[config.mk]
export PLATFORM = sky130hd
export DESIGN_NAME = axi_rd_arbiter_flat
export DESIGN_NICKNAME = d
export VERILOG_FILES = /design/src/rtl/axi_rd_arbiter_if.sv /design/src/rtl/axi_rd_arbiter.sv /design/src/flat_wrapper.sv
export SDC_FILE = /design/constraint.sdc
export NUM_CORES = 1
export LEC_CHECK = 0
export CAP_MARGIN = 20
export CORE_AREA = 2 2 95 97
export CTS_BUF_LIST = sky130_fd_sc_hd__clkbuf_16
export DETAILED_ROUTE_END_ITERATION = 12
export DIE_AREA = 0 0 97 99
export PLACE_DENSITY = 0.78
export REMOVE_ABC_BUFFERS = 1
export SYNTH_ARGS = -nofsm -noshare
export SYNTH_HDL_FRONTEND = slang
export SYNTH_SLANG_ARGS = --single-unit
[constraint.sdc]
create_clock -name clk -period 2.8 [get_ports clk]
set_input_delay 0.42 -clock clk [delete_from_list [all_inputs] [get_ports clk]]
set_output_delay 0.42 -clock clk [all_outputs]
set_load 0.02 [all_outputs]
[src/rtl/axi_rd_arbiter_if.sv]
// AXI read channel (AR + R) bundle between the read arbiter and the memory side.
//   master : the arbiter. Drives the AR fields, arvalid and rready.
//   slave  : the memory or interconnect. Drives arready and the R fields.
interface axi_rd_arbiter_if;
    logic [3:0]  arid;
    logic [31:0] araddr;
    logic [7:0]  arlen;
    logic [2:0]  arsize;
    logic [1:0]  arburst;
    logic [1:0]  arlock;
    logic [3:0]  arcache;
    logic [2:0]  arprot;
    logic        arvalid;
    logic        arready;
    logic [3:0]  rid;
    logic [31:0] rdata;
    logic [1:0]  rresp;
    logic        rlast;
    logic        rvalid;
    logic        rready;

    modport master (
        output arid, araddr, arlen, arsize, arburst, arlock, arcache, arprot, arvalid, rready,
        input  arready, rid, rdata, rresp, rlast, rvalid
    );

    modport slave (
        input  arid, araddr, arlen, arsize, arburst, arlock, arcache, arprot, arvalid, rready,
        output arready, rid, rdata, rresp, rlast, rvalid
    );
endinterface

[src/rtl/axi_rd_arbiter.sv]
// Shares one AXI read channel between the instruction-cache and data-cache refill ports.
// Only one read is outstanding at a time. The data side wins arbitration unless the
// instruction side has waited through INST_STARVE_LIMIT consecutive data grants.
// Ports:
//   clk, rst             clock and synchronous active-high reset
//   inst_* / data_*      request side: req, uncached, addr in; addr_ok, beat_ok, data_ok, rdata out
//   axi                  AXI AR/R channel (master modport)
//
// state  | meaning
// S_IDLE | no transaction in flight; arbitrate and latch the winner's request
// S_AR   | arvalid high with stable address fields until arready
// S_R    | rready high; steer R beats to the owner until rlast
module axi_rd_arbiter #(
    parameter int LINE_WORDS        = 8,
    parameter int INST_STARVE_LIMIT = 4
) (
    input  logic        clk,
    input  logic        rst,

    input  logic        inst_req,
    input  logic        inst_uncached,
    input  logic [31:0] inst_addr,
    output logic        inst_addr_ok,
    output logic        inst_beat_ok,
    output logic        inst_data_ok,
    output logic [31:0] inst_rdata,

    input  logic        data_req,
    input  logic        data_uncached,
    input  logic [31:0] data_addr,
    output logic        data_addr_ok,
    output logic        data_beat_ok,
    output logic        data_data_ok,
    output logic [31:0] data_rdata,

    axi_rd_arbiter_if.master axi
);

    localparam int OFF_BITS = $clog2(LINE_WORDS) + 2;
    localparam int BEAT_W   = $clog2(LINE_WORDS) + 1;
    localparam int STREAK_W = $clog2(INST_STARVE_LIMIT + 1);

    localparam logic [31:0]         LINE_MASK  = ~((32'd1 << OFF_BITS) - 32'd1);
    localparam logic [7:0]          BURST_LEN  = 8'(LINE_WORDS - 1);
    localparam logic [STREAK_W-1:0] STREAK_MAX = STREAK_W'(INST_STARVE_LIMIT);

    typedef enum logic [1:0] {
        S_IDLE = 2'd0,
        S_AR   = 2'd1,
        S_R    = 2'd2
    } state_t;

    state_t              state_q, state_d;
    logic [31:0]         araddr_q, araddr_d;
    logic [7:0]          arlen_q, arlen_d;
    logic [3:0]          arid_q, arid_d;
    logic                owner_data_q, owner_data_d;
    logic [STREAK_W-1:0] streak_q, streak_d;
    logic [BEAT_W-1:0]   beat_cnt_q, beat_cnt_d;

    logic                grant_data;
    logic                grant_inst;
    logic                sel_uncached;
    logic [31:0]         sel_addr;

    // rid and rresp carry nothing this block acts on.
    logic unused_axi;
    assign unused_axi = ^{axi.rid, axi.rresp};

    assign axi.arid    = arid_q;
    assign axi.araddr  = araddr_q;
    assign axi.arlen   = arlen_q;
    assign axi.arsize  = 3'b010;
    assign axi.arburst = 2'b01;
    assign axi.arlock  = 2'b00;
    assign axi.arcache = 4'b0000;
    assign axi.arprot  = 3'b000;

    always_ff @(posedge clk) begin
        if (rst) begin
            state_q      <= S_IDLE;
            araddr_q     <= '0;
            arlen_q      <= '0;
            arid_q       <= '0;
            owner_data_q <= 1'b0;
            streak_q     <= '0;
            beat_cnt_q   <= '0;
        end else begin
            state_q      <= state_d;
            araddr_q     <= araddr_d;
            arlen_q      <= arlen_d;
            arid_q       <= arid_d;
            owner_data_q <= owner_data_d;
            streak_q     <= streak_d;
            beat_cnt_q   <= beat_cnt_d;
        end
    end

    always_comb begin
        state_d      = state_q;
        araddr_d     = araddr_q;
        arlen_d      = arlen_q;
        arid_d       = arid_q;
        owner_data_d = owner_data_q;
        streak_d     = streak_q;
        beat_cnt_d   = beat_cnt_q;

        grant_data   = 1'b0;
        grant_inst   = 1'b0;
        sel_uncached = 1'b0;
        sel_addr     = '0;

        axi.arvalid  = 1'b0;
        axi.rready   = 1'b0;
        inst_addr_ok = 1'b0;
        inst_beat_ok = 1'b0;
        inst_data_ok = 1'b0;
        inst_rdata   = '0;
        data_addr_ok = 1'b0;
        data_beat_ok = 1'b0;
        data_data_ok = 1'b0;
        data_rdata   = '0;

        case (state_q)
            S_IDLE: begin
                grant_data = data_req && !(inst_req && (streak_q == STREAK_MAX));
                grant_inst = inst_req && !grant_data;

                // The streak only measures how long a waiting inst request has been
                // passed over, so it restarts whenever inst is not waiting.
                if (!inst_req || grant_inst) begin
                    streak_d = '0;
                end else if (streak_q != STREAK_MAX) begin
                    streak_d = streak_q + 1'b1;
                end

                if (grant_data || grant_inst) begin
                    sel_uncached = grant_data ? data_uncached : inst_uncached;
                    sel_addr     = grant_data ? data_addr : inst_addr;
                    araddr_d     = sel_uncached ? sel_addr : (sel_addr & LINE_MASK);
                    arlen_d      = sel_uncached ? 8'd0 : BURST_LEN;
                    arid_d       = grant_data ? 4'd1 : 4'd0;
                    owner_data_d = grant_data;
                    inst_addr_ok = grant_inst;
                    data_addr_ok = grant_data;
                    state_d      = S_AR;
                end
            end

            S_AR: begin
                axi.arvalid = 1'b1;
                if (axi.arready) begin
                    beat_cnt_d = '0;
                    state_d    = S_R;
                end
            end

            S_R: begin
                axi.rready = 1'b1;
                if (axi.rvalid) begin
                    beat_cnt_d = beat_cnt_q + 1'b1;
                    if (owner_data_q) begin
                        data_beat_ok = 1'b1;
                        data_data_ok = axi.rlast;
                        data_rdata   = axi.rdata;
                    end else begin
                        inst_beat_ok = 1'b1;
                        inst_data_ok = axi.rlast;
                        inst_rdata   = axi.rdata;
                    end
                    if (axi.rlast) begin
                        state_d = S_IDLE;
                    end
                end
            end

            default: begin
                state_d = S_IDLE;
            end
        endcase
    end

    // The burst is closed by rlast alone; the beat count is only a consistency check
    // that the slave returned exactly arlen+1 beats.
    always_ff @(posedge clk) begin
        if (!rst && (state_q == S_R) && axi.rvalid && axi.rlast) begin
            assert (8'(beat_cnt_q) == arlen_q);
        end
    end

endmodule
[src/flat_wrapper.sv]
// flat-port wrapper written by rule: the top's interface ports become plain ports
module axi_rd_arbiter_flat 
#(
    parameter int LINE_WORDS        = 8,
    parameter int INST_STARVE_LIMIT = 4
)
  (clk, rst, inst_req, inst_uncached, inst_addr, inst_addr_ok, inst_beat_ok, inst_data_ok, inst_rdata, data_req, data_uncached, data_addr, data_addr_ok, data_beat_ok, data_data_ok, data_rdata, axi_arid, axi_araddr, axi_arlen, axi_arsize, axi_arburst, axi_arlock, axi_arcache, axi_arprot, axi_arvalid, axi_rready, axi_arready, axi_rid, axi_rdata, axi_rresp, axi_rlast, axi_rvalid);
  axi_rd_arbiter_if axi_i ();
  input  logic clk;
  input  logic rst;
  input  logic inst_req;
  input  logic inst_uncached;
  input  logic [31:0] inst_addr;
  output logic inst_addr_ok;
  output logic inst_beat_ok;
  output logic inst_data_ok;
  output logic [31:0] inst_rdata;
  input  logic data_req;
  input  logic data_uncached;
  input  logic [31:0] data_addr;
  output logic data_addr_ok;
  output logic data_beat_ok;
  output logic data_data_ok;
  output logic [31:0] data_rdata;
  output wire logic [$bits(axi_i.arid)-1:0] axi_arid;
  output wire logic [$bits(axi_i.araddr)-1:0] axi_araddr;
  output wire logic [$bits(axi_i.arlen)-1:0] axi_arlen;
  output wire logic [$bits(axi_i.arsize)-1:0] axi_arsize;
  output wire logic [$bits(axi_i.arburst)-1:0] axi_arburst;
  output wire logic [$bits(axi_i.arlock)-1:0] axi_arlock;
  output wire logic [$bits(axi_i.arcache)-1:0] axi_arcache;
  output wire logic [$bits(axi_i.arprot)-1:0] axi_arprot;
  output wire logic [$bits(axi_i.arvalid)-1:0] axi_arvalid;
  output wire logic [$bits(axi_i.rready)-1:0] axi_rready;
  input wire logic [$bits(axi_i.arready)-1:0] axi_arready;
  input wire logic [$bits(axi_i.rid)-1:0] axi_rid;
  input wire logic [$bits(axi_i.rdata)-1:0] axi_rdata;
  input wire logic [$bits(axi_i.rresp)-1:0] axi_rresp;
  input wire logic [$bits(axi_i.rlast)-1:0] axi_rlast;
  input wire logic [$bits(axi_i.rvalid)-1:0] axi_rvalid;
  assign axi_arid = axi_i.arid;
  assign axi_araddr = axi_i.araddr;
  assign axi_arlen = axi_i.arlen;
  assign axi_arsize = axi_i.arsize;
  assign axi_arburst = axi_i.arburst;
  assign axi_arlock = axi_i.arlock;
  assign axi_arcache = axi_i.arcache;
  assign axi_arprot = axi_i.arprot;
  assign axi_arvalid = axi_i.arvalid;
  assign axi_rready = axi_i.rready;
  assign axi_i.arready = axi_arready;
  assign axi_i.rid = axi_rid;
  assign axi_i.rdata = axi_rdata;
  assign axi_i.rresp = axi_rresp;
  assign axi_i.rlast = axi_rlast;
  assign axi_i.rvalid = axi_rvalid;
  axi_rd_arbiter #(.LINE_WORDS(LINE_WORDS), .INST_STARVE_LIMIT(INST_STARVE_LIMIT)) u_core (.clk(clk), .rst(rst), .inst_req(inst_req), .inst_uncached(inst_uncached), .inst_addr(inst_addr), .inst_addr_ok(inst_addr_ok), .inst_beat_ok(inst_beat_ok), .inst_data_ok(inst_data_ok), .inst_rdata(inst_rdata), .data_req(data_req), .data_uncached(data_uncached), .data_addr(data_addr), .data_addr_ok(data_addr_ok), .data_beat_ok(data_beat_ok), .data_data_ok(data_data_ok), .data_rdata(data_rdata), .axi(axi_i));
endmodule
==> results of run 1 <==
metrics by stage:
stage	instances	area (sq um)	hold WS [ps]	util (%)
3_5_place_dp	636	4720	472	55.2
5_1_grt	644	4860	513	56.8
2_1_floorplan	303	2350	443	-
3_3_place_gp	636	4720	459	55.2
6_report	644	4860	480	56.8
4_1_cts	644	4860	480	56.8
cells by family (layout without fill, tap and decap cells):
family / Yosys count / count (layout) / synth area share [%]
and+or+nand+nor: 128 / 128 / 28.1
AOI/OAI and AO/OA: 106 / 106 / 25.8
buffers and inverters: 68 / 239 / 15.5
DFF: 39 / 39 / 29.3
adders and majority gates: 2 / 2 / 0.940
other: 2 / 22 / 0.282
final cells by class:
class,count,area (sq um),area share [%]
inverter,6,22.5,0.464
timing repair buffer,225,2230,45.9
multi-input combinational,258,1550,31.9
tap,108,135,2.78
sequential,39,781,16.1
clock inverter,3,12.5,0.258
clock buffer,5,125,2.58
worst register-to-register path, cell delays in order (launching register included):
cell,delay (ps)
dfxtp_1,340
nor2_4,440
buf_4,340
a21oi_1,110
a311oi_1,310
final timing paths:
path	from	to	slack, ps
hold reg to reg	u_core.streak_q[0]	u_core.streak_q[0]	480
setup reg to reg	u_core.state_q[1]	u_core.axi.araddr[12]	1150
hold / removal	u_core.streak_q[0]	u_core.streak_q[0]	480
setup / recovery	axi_rvalid	inst_rdata[13]	250
placed cells by master, fill, tap and decap left out, drive strengths merged, types with 2 or more instances in the layout:
cell type	instances
nand3	29
and2	67
o211ai	5
and3	3
clkbuf	5
conb	22
a311oi	32
nand2b	2
clkdlybuf4s50	212
or2	2
o21ai	29
nor2b	2
nand4	9
inv	8
ha	2
dfxtp	39
nand2	6
buf	13
nor2	6
a21oi	36
state kept, by name, indices dropped and copies added (netlist names):
name / count
u_core.axi.araddr: 32
u_core.streak_q: 3
u_core.state_q: 2
u_core.axi.arlen: 1
u_core.owner_data_q: 1
report_power, final:
group	internal, uW	switching [uW]
sequential	619	38.3
combinational	343	337
clock	322	213
routing by layer:
layer	global-route usage, %	part of all wire (%)
met1	22.9	40
met2	38.1	50
met3	5.89	7.8
met4	6.83	2.5
met5	0	0
==> impl_metrics.json, run 1 <==
{
  "initial_utilization_pct": 31.1,
  "clock_latency_ps": 270,
  "cts_setup_buffers": 0,
  "vias_per_cell": 5.06,
  "synth-main-ff-cell": "dfxtp_1",
  "diodes": 0,
  "crit_slowest_cell": "clkdlybuf4s50_1",
  "fp-row-count": 34,
  "power_density_nw_per_um2": 385,
  "cts_buffers": 5,
  "synth_area_leaders": "dfxtp_1 (29%), and2_1 (16%), a311oi_1 (9.9%)",
  "hold_path_class": "reg2reg",
  "place_hpwl_um": 8260,
  "slowest_delay_ps": 630,
  "final_nets": 648,
  "antenna_found_initial": 0,
  "cp_common_cell": "clkdlybuf4s50_1",
  "htreeDepth": 2,
  "layout_min_cycle_time_ps": 2550,
  "ir_drop_mv": 0.279,
  "ys_types": 35,
  "leakage_uw": 0.00181,
  "worst_pin_slew_ps": 669,
  "grt_pass1_vias": 3092,
  "outcome": "completed",
  "die_x_um": 97,
  "drt-initial-drc-count": 176,
  "fillers": 768,
  "worstPathBufferInverterCount": 3,
  "grt_pass1_wl_um": 16200,
  "cp_max_fo": 18,
  "yosysSeqAreaShare_pct": 29.3,
  "drive_above_1_share_pct": 5.22,
  "synth_cells": 345,
  "coreArea_sq_um": 8550,
  "fin_tns_setup_ps": 0,
  "io_pins": 241,
  "gr-total-overflow": 0,
  "async_flop_share_pct": 0,
  "slew_headroom_pct": 55.4,
  "die_h_um": 99,
  "rsz0062_at_grt": "false",
  "skew_ps": 2.20,
  "synth_common_cells": "and2_1 (67), dfxtp_1 (39), a21oi_1 (36), buf_4 (31), a311oi_1 (30)",
  "postSynthAreaPerCell_sq_um": 7.71,
  "p_total_uw": 1870,
  "endpoint_kind": "output port",
  "hold_violations": 0,
  "track_usage_pct": 20.7,
  "io_buffers": 212,
  "cts.sinks": 39,
  "drtPass1Iterations": 4,
  "drc": 0,
  "clockBufferDepth": 2,
  "synth_largest_area_cell": "dfxtp_1",
  "drv_slew": 0,
  "setup_viol": 0,
  "r2r_cells": 4,
  "ys_ff_latch": 39,
  "cts_tree": "done",
  "ant_nets": 0,
  "cts_resized": 0,
  "drv_cap": 0,
  "cp.depth": 5,
  "dieArea_sq_um": 9600,
  "finalCritPeriodShare_pct": 91.1,
  "hold_depth": 2,
  "synth_top_area_share_pct": 29.3,
  "clkTransAtPathRegs_ps": 60,
  "wirelength_um": 10800,
  "synth_edf_count": 0,
  "ys_warn_count": 0,
  "area_growth_pct": 82.6,
  "path_delay_family": "buffers and inverters",
  "synth_area_sq_um": 2660,
  "arrival_ps": 2130,
  "fmax_ghz": 0.392,
  "crit_chain": "clkdlybuf4s50_1 > and3b_1 > buf_4 > and2_1 > clkdlybuf4s50_1",
  "setup_slack_ps": 249,
  "start_kind": "input port",
  "synth.most_common_cell": "and2_1",
  "wl_per_cell_um": 16.8,
  "crit_type": "in2out",
  "grt_max_degree": 43,
  "pre_cts_slack_ps": 274,
  "required_ps": 2380,
  "gp_congestion": 0.892,
  "cts_root_buf": "clkbuf_16",
  "cts.hold.buffers_added": 0,
  "num_vias": 3258
}
Power figures use the tool's default switching activity.
==> inputs of run 2 (changes only) <==
- CORE_AREA: 2 2 95 97 -> unset
- CORE_ASPECT_RATIO: unset -> 0.6
- CORE_MARGIN: unset -> 1
- CORE_UTILIZATION: unset -> 34
- DIE_AREA: 0 0 97 99 -> unset
- HOLD_SLACK_MARGIN: unset -> 0.12
- PLACE_DENSITY: 0.78 -> unset
- PLACE_DENSITY_LB_ADDON: unset -> 0.05
==> run 2 against run 1 <==
Compared with the run above:
- count of clock-buffer cells in the layout stayed put
- wire length decreased by 0.37%
- combinational power barely moved
- sequential cell count did not move
- via count shrank 1.3%
- utilization rose by 8.8 points
- die area decreased by 15%
- clock skew is 3.7 ps higher
- largest cell class unchanged
==> impl_metrics.json, run 2 (synthesis gave the netlist of run 1 again) <==
{
  "drv_cap": 0,
  "fin_tns_setup_ps": 0,
  "place_hpwl_um": 7990,
  "cts.hold.buffers_added": 0,
  "comb_power_share_pct": 34.3,
  "r2r-end": "u_core.axi.araddr[8]",
  "placed_cells": 629,
  "cts_tree": "done",
  "coreArea_sq_um": 7420,
  "skew_ps": 5.87,
  "cp.depth": 5,
  "switching_share_pct": 30.6,
  "clock_latency_ps": 280,
  "fmax_ghz": 0.392,
  "slew_headroom_pct": 43.4,
  "initial_utilization_pct": 35.9,
  "clkTransAtPathRegs_ps": 60,
  "clockPowerShare_pct": 32.7,
  "cts_root_buf": "clkbuf_16",
  "final_common_cell": "clkdlybuf4s50_1",
  "io_buffers": 212,
  "hold_path_class": "reg2reg",
  "drive_above_1_share_pct": 5.07,
  "rsz0062_at_grt": "false",
  "drv_slew": 0,
  "start_kind": "flop",
  "required_ps": 2380,
  "final_nets": 645,
  "dieArea_sq_um": 8200,
  "cp_max_fo": 34,
  "path_delay_family": "buffers and inverters",
  "largest_reg_flops": 32,
  "outcome": "completed",
  "cts_buffers": 5,
  "r2r_cells": 4,
  "hold_violations": 0,
  "antenna_found_initial": 0,
  "layout_common_cells": "clkdlybuf4s50_1 (211), and2_1 (67), dfxtp_1 (39)",
  "fillers": 655,
  "cts_resized": 0,
  "grt_max_degree": 43,
  "diodes": 0,
  "p_seq_share_pct": 33.0,
  "reg2reg_setup_slack_ps": 1030,
  "drc": 0,
  "setup_viol": 0,
  "area_growth_pct": 82.8,
  "io_pins": 241,
  "finalCritPeriodShare_pct": 91.1,
  "num_vias": 3216,
  "cts_setup_buffers": 0,
  "slowest_delay_ps": 620,
  "switchingPower_uw": 609,
  "gr-total-overflow": 0,
  "r2r-start": "u_core.state_q[1]",
  "leakage_uw": 0.00181,
  "clockBufferDepth": 2,
  "crit_chain": "nor2b_2 > and3b_1 > buf_12 > and2_1 > clkdlybuf4s50_1",
  "htreeDepth": 2,
  "p_int_uw": 1380,
  "fp-row-count": 24,
  "drtPass1Iterations": 4,
  "wl_per_cell_um": 16.9,
  "setup.worst_path.end": "inst_rdata[22]",
  "multiInputGateArea_sq_um": 1550,
  "grt_pass1_vias": 2931,
  "power_density_nw_per_um2": 409,
  "ir_drop_mv": 0.240,
  "die_h_um": 70.5,
  "crit_slowest_cell": "clkdlybuf4s50_1",
  "worst_pin_slew_ps": 849,
  "cts.sinks": 39,
  "drt-initial-drc-count": 278,
  "worstPathBufferInverterCount": 2,
  "final-seq-area_sq_um": 781,
  "track_usage_pct": 25.1,
  "gp_congestion": 0.759,
  "hold_depth": 2,
  "ant_nets": 0,
  "wirelength_um": 10800,
  "vias_per_cell": 5.05,
  "endpoint_kind": "output port",
  "grt_pass1_wl_um": 16000,
  "crit_start": "u_core.state_q[1]",
  "die_x_um": 116,
  "layout_min_cycle_time_ps": 2550,
  "final-instance-count-excl-fill": 637,
  "crit_type": "reg2out",
  "p_total_uw": 1990,
  "arrival_ps": 2130
}
==> run 2: changes by cell type in the layout (fill, tap and decap cells not counted), sizes merged <==
cell           before  now
buf                13   11
inv                 8    6
bufinv              0    1
clkdlybuf4s50     212  211
clkinv              1    2
==> run 2: cell type report <==
class,count,share of cell area (%)
Clock buffer,5,2.57
Clock inverter,3,0.797
Inverter,6,0.463
Multi-Input combinational cell,258,31.9
Sequential cell,39,16.0
Tap cell,104,2.67
Timing Repair Buffer,222,45.6
==> run 2: worst min-delay path by stage <==
stage                       start            endpoint  slack (ps)
6_report       u_core.streak_q[1]  u_core.streak_q[1]         480
5_1_grt        u_core.streak_q[0]  u_core.streak_q[0]         510
4_1_cts        u_core.streak_q[1]  u_core.streak_q[1]         480
3_5_place_dp   u_core.streak_q[1]  u_core.streak_q[1]         470
3_3_place_gp   u_core.streak_q[1]  u_core.streak_q[1]         460
2_1_floorplan  u_core.streak_q[1]  u_core.streak_q[1]         440
==> run 2: per-layer routing <==
metal	vias up	GRT usage (%)	share of wire [%]
li1	1569	-	-
met1	1493	33.8	44
met2	144	39.6	46
met3	10	7.28	8.7
met4	0	5.98	1.1
met5	-	0	0
==> run 2: worst min-delay path, delay by kind of cell, from the launching register on <==
| family | cells | cell delay, ps |
|---|---|---|
| AO/OA/AOI/OAI | 1 | 50 |
| flip-flops | 1 | 320 |
| AND/OR/NAND/NOR | 1 | 60 |
==> run 2: through the flow <==
stage | worst slack [ps] | hold WS [ps] | util, % | cell area, sq um
finish | 249 | 480 | 65.6 | 4860
detailed placement | 240 | 473 | 63.4 | 4700
global route | 137 | 507 | 65.6 | 4860
global placement | 291 | 461 | 63.4 | 4700
floorplan | 425 | 443 | - | 2350
CTS | 260 | 481 | 65.6 | 4860
==> run 2: power by group through the flow <==
stage | combinational (uW) | sequential (uW) | clock, uW
CTS | 681 | 657 | 651
floorplan | 214 | 739 | 0
finish | 681 | 657 | 649
global route | 726 | 665 | 677
detailed placement | 678 | 668 | 0
global placement | 668 | 666 | 0
==> inputs of run 3 (changes only) <==
- CTS_CLUSTER_SIZE: unset -> 25
==> results of run 3 <==
The final DEF is identical to that of run 2; final timing and power are the same.
